<file path="src/rtl/pong_mode_ctrl_if.sv">
// Key, frame-timing and mode signals exchanged between the board/timing side
// (master) and the display mode controller (slave).
interface pong_mode_ctrl_if;
    logic       btn_start_n;
    logic       btn_pause_n;
    logic       frame_start;
    logic       game_over;
    logic       enablePong;
    logic       game_rst;
    logic       game_run;
    logic       blink;
    logic [2:0] state;

    modport master (
        output btn_start_n, btn_pause_n, frame_start, game_over,
        input  enablePong, game_rst, game_run, blink, state
    );

    modport slave (
        input  btn_start_n, btn_pause_n, frame_start, game_over,
        output enablePong, game_rst, game_run, blink, state
    );
endinterface

</file>
<file path="src/rtl/pong_mode_ctrl.sv">
// Menu/game mode sequencer: debounces start and pause keys, steps the
// MENU/ARM/LAUNCH/PLAY/PAUSE/OVER machine on frame boundaries, and produces
// the game reset pulse, motion enable and menu blink enable.
module pong_mode_ctrl #(
    parameter int unsigned DEBOUNCE_CYCLES = 500000,
    parameter int unsigned BLINK_FRAMES    = 30,
    parameter int unsigned OVER_FRAMES     = 120
) (
    input logic             clk_in,
    input logic             i_rst_n,
    pong_mode_ctrl_if.slave bus
);

    localparam int unsigned DbW = $clog2(DEBOUNCE_CYCLES + 1);
    localparam int unsigned BlW = $clog2(BLINK_FRAMES + 1);
    localparam int unsigned OvW = $clog2(OVER_FRAMES + 1);

    localparam logic [DbW-1:0] DbLast = DbW'(DEBOUNCE_CYCLES - 1);
    localparam logic [BlW-1:0] BlLast = BlW'(BLINK_FRAMES - 1);
    localparam logic [OvW-1:0] OvLast = OvW'(OVER_FRAMES - 1);

    localparam int unsigned KeyStart = 0;
    localparam int unsigned KeyPause = 1;

    typedef enum logic [2:0] {
        StMenu   = 3'd0,
        StArm    = 3'd1,
        StLaunch = 3'd2,
        StPlay   = 3'd3,
        StPause  = 3'd4,
        StOver   = 3'd5
    } state_e;

    // Key bit 0 is start, bit 1 is pause; all key levels are active-low.
    logic [1:0]     w_raw_n;
    logic [1:0]     r_sync1_n;
    logic [1:0]     r_sync2_n;
    logic [1:0]     r_deb_n;
    logic [DbW-1:0] r_db_cnt [2];
    logic [1:0]     w_press;

    state_e         w_state_nxt;
    state_e         r_state;
    logic [OvW-1:0] r_over_cnt;
    logic [BlW-1:0] r_blink_cnt;
    logic           r_enable_pong;
    logic           r_game_rst;
    logic           r_game_run;
    logic           r_blink;

    assign w_raw_n = {bus.btn_pause_n, bus.btn_start_n};

    // Two-flop synchronizer for the asynchronous key inputs, idle high.
    always_ff @(posedge clk_in or negedge i_rst_n) begin
        if (!i_rst_n) begin
            r_sync1_n <= 2'b11;
            r_sync2_n <= 2'b11;
        end else begin
            r_sync1_n <= w_raw_n;
            r_sync2_n <= r_sync1_n;
        end
    end

    // Debounce: accept a new level only after it has differed for DEBOUNCE_CYCLES cycles.
    always_ff @(posedge clk_in or negedge i_rst_n) begin
        if (!i_rst_n) begin
            r_deb_n <= 2'b11;
            for (int k = 0; k < 2; k++) begin
                r_db_cnt[k] <= '0;
            end
        end else begin
            for (int k = 0; k < 2; k++) begin
                if (r_sync2_n[k] == r_deb_n[k]) begin
                    r_db_cnt[k] <= '0;
                end else if (r_db_cnt[k] == DbLast) begin
                    r_deb_n[k]  <= r_sync2_n[k];
                    r_db_cnt[k] <= '0;
                end else begin
                    r_db_cnt[k] <= r_db_cnt[k] + DbW'(1);
                end
            end
        end
    end

    // Press event: the debounced level is about to fall on this edge.
    always_comb begin
        w_press = '0;
        for (int k = 0; k < 2; k++) begin
            w_press[k] = (r_sync2_n[k] != r_deb_n[k]) && (r_db_cnt[k] == DbLast) &&
                         !r_sync2_n[k];
        end
    end

    // Mode transitions; events not relevant to the current state are dropped.
    always_comb begin
        w_state_nxt = r_state;
        case (r_state)
            StMenu: begin
                if (w_press[KeyStart]) begin
                    w_state_nxt = StArm;
                end
            end
            StArm: begin
                if (bus.frame_start) begin
                    w_state_nxt = StLaunch;
                end
            end
            StLaunch: begin
                w_state_nxt = StPlay;
            end
            StPlay: begin
                // game_over wins over a coincident pause press
                if (bus.game_over) begin
                    w_state_nxt = StOver;
                end else if (w_press[KeyPause]) begin
                    w_state_nxt = StPause;
                end
            end
            StPause: begin
                if (w_press[KeyPause]) begin
                    w_state_nxt = StPlay;
                end
            end
            StOver: begin
                if (bus.frame_start && (r_over_cnt == OvLast)) begin
                    w_state_nxt = StMenu;
                end
            end
            default: begin
                w_state_nxt = StMenu;
            end
        endcase
    end

    // State register, game-over frame counter and mode outputs decoded from the next state.
    always_ff @(posedge clk_in or negedge i_rst_n) begin
        if (!i_rst_n) begin
            r_state       <= StMenu;
            r_over_cnt    <= '0;
            r_enable_pong <= 1'b0;
            r_game_rst    <= 1'b0;
            r_game_run    <= 1'b0;
        end else begin
            r_state       <= w_state_nxt;
            r_enable_pong <= (w_state_nxt inside {StLaunch, StPlay, StPause, StOver});
            r_game_rst    <= (w_state_nxt == StLaunch);
            r_game_run    <= (w_state_nxt == StPlay);
            if (w_state_nxt != StOver) begin
                r_over_cnt <= '0;
            end else if ((r_state == StOver) && bus.frame_start) begin
                r_over_cnt <= r_over_cnt + OvW'(1);
            end
        end
    end

    // Menu blink: toggle every BLINK_FRAMES frames while staying in MENU, solid otherwise.
    always_ff @(posedge clk_in or negedge i_rst_n) begin
        if (!i_rst_n) begin
            r_blink_cnt <= '0;
            r_blink     <= 1'b1;
        end else if (w_state_nxt != StMenu) begin
            r_blink_cnt <= '0;
            r_blink     <= 1'b1;
        end else if ((r_state == StMenu) && bus.frame_start) begin
            if (r_blink_cnt == BlLast) begin
                r_blink_cnt <= '0;
                r_blink     <= ~r_blink;
            end else begin
                r_blink_cnt <= r_blink_cnt + BlW'(1);
            end
        end
    end

    assign bus.enablePong = r_enable_pong;
    assign bus.game_rst   = r_game_rst;
    assign bus.game_run   = r_game_run;
    assign bus.blink      = r_blink;
    assign bus.state      = r_state;

endmodule

</file>
<file path="src/flat_wrapper.sv">
// flat-port wrapper written by rule: the top's interface ports become plain ports
module pong_mode_ctrl_flat 
#(
    parameter int unsigned DEBOUNCE_CYCLES = 500000,
    parameter int unsigned BLINK_FRAMES    = 30,
    parameter int unsigned OVER_FRAMES     = 120
)
  (clk_in, i_rst_n, bus_btn_start_n, bus_btn_pause_n, bus_frame_start, bus_game_over, bus_enablePong, bus_game_rst, bus_game_run, bus_blink, bus_state);
  pong_mode_ctrl_if bus_i ();
  input logic clk_in;
  input logic i_rst_n;
  input wire logic [$bits(bus_i.btn_start_n)-1:0] bus_btn_start_n;
  input wire logic [$bits(bus_i.btn_pause_n)-1:0] bus_btn_pause_n;
  input wire logic [$bits(bus_i.frame_start)-1:0] bus_frame_start;
  input wire logic [$bits(bus_i.game_over)-1:0] bus_game_over;
  output wire logic [$bits(bus_i.enablePong)-1:0] bus_enablePong;
  output wire logic [$bits(bus_i.game_rst)-1:0] bus_game_rst;
  output wire logic [$bits(bus_i.game_run)-1:0] bus_game_run;
  output wire logic [$bits(bus_i.blink)-1:0] bus_blink;
  output wire logic [$bits(bus_i.state)-1:0] bus_state;
  assign bus_i.btn_start_n = bus_btn_start_n;
  assign bus_i.btn_pause_n = bus_btn_pause_n;
  assign bus_i.frame_start = bus_frame_start;
  assign bus_i.game_over = bus_game_over;
  assign bus_enablePong = bus_i.enablePong;
  assign bus_game_rst = bus_i.game_rst;
  assign bus_game_run = bus_i.game_run;
  assign bus_blink = bus_i.blink;
  assign bus_state = bus_i.state;
  pong_mode_ctrl #(.DEBOUNCE_CYCLES(DEBOUNCE_CYCLES), .BLINK_FRAMES(BLINK_FRAMES), .OVER_FRAMES(OVER_FRAMES)) u_core (.clk_in(clk_in), .i_rst_n(i_rst_n), .bus(bus_i));
endmodule
</file>
<file path="config.mk">
export PLATFORM = sky130hd
export DESIGN_NAME = pong_mode_ctrl_flat
export DESIGN_NICKNAME = d
export VERILOG_FILES = /design/src/rtl/pong_mode_ctrl_if.sv /design/src/rtl/pong_mode_ctrl.sv /design/src/flat_wrapper.sv
export SDC_FILE = /design/constraint.sdc
export NUM_CORES = 1
export LEC_CHECK = 0
export ABC_AREA = 1
export CAP_MARGIN = 20
export CORE_MARGIN = 2
export CORE_UTILIZATION = 30
export DETAILED_ROUTE_END_ITERATION = 8
export PLACE_DENSITY_LB_ADDON = 0.15
export SYNTH_ARGS = -nofsm -noshare
export SYNTH_HDL_FRONTEND = slang
export SYNTH_SLANG_ARGS = --single-unit
export TNS_END_PERCENT = 50
</file>
<file path="constraint.sdc">
create_clock -name clk_in -period 2.2 [get_ports clk_in]
set_input_delay 0.22 -clock clk_in [delete_from_list [all_inputs] [get_ports clk_in]]
set_output_delay 0.22 -clock clk_in [all_outputs]
set_load 0.05 [all_outputs]
</file>
==> impl_metrics.yaml <==
power_and_ir_drop:
  power.density_nw_per_um2: 616.3
  power.leakage_nw: 1.711
  power_mw: 2.364
  worst_ir_drop_vdd_uv: 265.6
timing:
  min_period_ns: 1.985
  slew_viol_final: 0
  hold_violations: 0
  max-slew-margin-rel: 0.6628
  rsz0062_at_grt: "no"
  tightest_slew_ns: 0.5042
  finalSetupViolCount: 0
  setup_slack_ns: 0.2152
  clock.fmax_mhz: 503.8
  timing.final.crit_share: 0.9022
  clock_skew_ns: 0.01129
  final.setup.tns_ns: 0
cells_and_area:
  final_common_cell: "nor2_1"
  stdcell_count: 585
  multi_input_area_sq_um: 1494
  n_antenna_cell: 0
  areaGrowthSynthToFinish_pct: 15.92
  regArea_sq_um: 1585
  drive_gt1_frac: 0.1146
  fillers: 1139
  final_nets: 451
  fin_util: 0.3554
  mostFrequentLayoutCells: "67 x nor2_1, 63 x nand2_1, 57 x inv_1"
place:
  post-place-cells: 567
  pre_cts_slack_ns: 0.2368
  place.gp.congestion: 0.8028
  hpwl_um: 4950
  portBuffers: 12
synth:
  synth_seq_cells: 63
  yosysUniqueCellTypes: 32
  yosysWarnings: 0
  yosys.area.top_type: "dfrtp_1"
  syn_area_sq_um: 3309
  syn_avg_cell_area_sq_um: 8.092
  synth_area_leaders: "dfrtp_1 42%, nor2_1 7.6%, nand2_1 7.1%"
  synth_nets: 420
  synthCells: 409
  synth_top_cell_area_share: 0.4234
  seq_area_frac_synth: 0.4790
clock_network:
  post_cts_buffers: 0
  path_clk_slew_ns: 0.07
  insertion_delay_ns: 0.34
  cts_max_path_buffers: 2
  h-tree-depth: 3
  cts_num_sinks: 63
  cts_buffers: 9
  cts_resized: 0
  root_buffer: "clkbuf_8"
  cts_tree: "done"
grt:
  track_usage: 0.1345
  gr-total-overflow: 0
  grt_pass1_vias: 2706
  grt_max_degree: 64
  antenna_found_initial: 0
  grt_pass1_wl_um: 12390
worst_setup_path:
  cp-startpoint: "u_core.r_db_cnt[0]$_DFF_PN0_"
  path_class: "flop to flop"
  start_kind: "flop"
  r2r-start: "u_core.r_db_cnt[0]$_DFF_PN0_"
  crit_path_end_kind: "flop"
  cp.required_ns: 2.48
  cp.arrival_ns: 2.27
  crit_fanout: 6
flow_run:
  maxCapViolations: 0
drt:
  num_vias: 2674
  dr.pass1.iters: 4
  drt-total-wl_um: 7001
  antenna_left: 0
  drt_iter0_drc: 80
  via_per_inst: 4.571
  wl_per_cell_um: 11.97
  drcViolationCount: 0
floorplanning:
  fp-row-count: 38
  fp.dieH_um: 109.0
  pin_count: 13
  die-area_sq_um: 11890
  die_x_um: 109.0
  initial_core_util: 0.3066
  core_region_area_sq_um: 10790
min_path:
  hold_path_class: "primary input to flop"
  min_from: "bus_btn_start_n"
run_status:
  run_status: "completed"
-- registers in the layout, indices dropped and copies added, names as in the netlist --
signal                 flops
u_core.r_over_cnt          7
u_core.bus.game_rst        1
u_core.bus.game_run        1
u_core.r_db_cnt           38
u_core.r_sync1_n           2
u_core.bus.state           3
u_core.r_deb_n             2
u_core.r_sync2_n           2
u_core.bus.enablePong      1
u_core.bus.blink           1
u_core.r_blink_cnt         5
-- routing by layer --
layer | up-vias | part of all wire | global-route usage
met2 | 31 | 0.46 | 0.2196
met4 | 0 | 0.015 | 0.05403
met3 | 9 | 0.033 | 0.03885
li1 | 1387 | - | -
met5 | - | 0 | 0
met1 | 1247 | 0.49 | 0.1667
-- report_power, final --
| group | switching (mW) | internal (mW) | leakage (nW) |
|---|---|---|---|
| registers | 0.0489 | 1.22 | 0.844 |
| clock network | 0.444 | 0.438 | 0.0844 |
| logic | 0.125 | 0.0929 | 0.783 |
-- final timing paths --
check | cells past startpoint | slack (ns) | endpoint
max | 11 | 0.22 | u_core.r_blink_cnt[3]$_DFFE_PN0P_
min | 1 | 0.28 | u_core.r_sync1_n[0]$_DFF_PN1_
max reg2reg | 11 | 0.22 | u_core.r_blink_cnt[3]$_DFFE_PN0P_
min reg2reg | 0 | 0.35 | u_core.r_sync2_n[1]$_DFF_PN1_
max in group asynchronous | 3 | 1.46 | u_core.r_sync1_n[1]$_DFF_PN1_
min in group asynchronous | 3 | 0.40 | u_core.r_db_cnt[16]$_DFF_PN0_
-- cells by family after synthesis --
group	after synthesis	share of synthesized area
AND/OR/NAND/NOR	225	0.3187
XOR/XNOR	20	0.05293
adder cells (fa/ha/maj)	5	0.01890
buffers and inverters	61	0.07146
AO/OA/AOI/OAI	35	0.05898
flip-flops	63	0.4790
-- what timing repair did --
item                       4_1_cts  5_1_grt
setup endpoints to repair        0        1
hold buffers                     1        0
hold endpoints to repair        56        0
-- worst max-delay path, cell delays in order (launching register included) --
cell,delay (ns)
dfrtp_1,0.37
ha_1,0.20
nand3_2,0.14
nor3_2,0.22
nand3_2,0.15
nand2_1,0.09
nand2_1,0.05
nor2_1,0.14
nand2_2,0.12
nor2_2,0.25
nand3_1,0.11
nand2_1,0.08
-- metrics by stage --
stage / hold slack (ns) / cell area [sq um]
after CTS: 0.2594 / 3830
after global routing: 0.2671 / 3836
after floorplan: -0.07559 / 3309
final: 0.2819 / 3836
after global placement: 0.2682 / 3657
after detailed placement: 0.2662 / 3657
-- final cells by class --
cell class                      instances  share of cell area
Clock buffer                           14             0.03979
Clock inverter                          2            0.002609
Inverter                               59             0.05773
Multi-Input combinational cell        286              0.3894
Sequential cell                        63              0.4132
Tap cell                              140             0.04566
Timing Repair Buffer                   21             0.05153
-- cell usage after synthesis, drive strengths merged --
| library cell | instances |
|---|---|
| dfrtp | 56 |
| o21bai | 1 |
| clkbuf | 1 |
| nand3 | 41 |
| nor2 | 74 |
| nor4 | 7 |
| nor3b | 4 |
| buf | 1 |
| inv | 59 |
| a21oi | 18 |
| a221oi | 1 |
| o211ai | 2 |
| dfstp | 7 |
| nand2 | 68 |
| xnor2 | 6 |
| and3 | 3 |
| o21ai | 7 |
| a21boi | 1 |
| nand4 | 5 |
| a31oi | 5 |
| nor3 | 22 |
| xor2 | 14 |
| ha | 5 |
| or2 | 1 |
(Power assumes the default switching activity.)
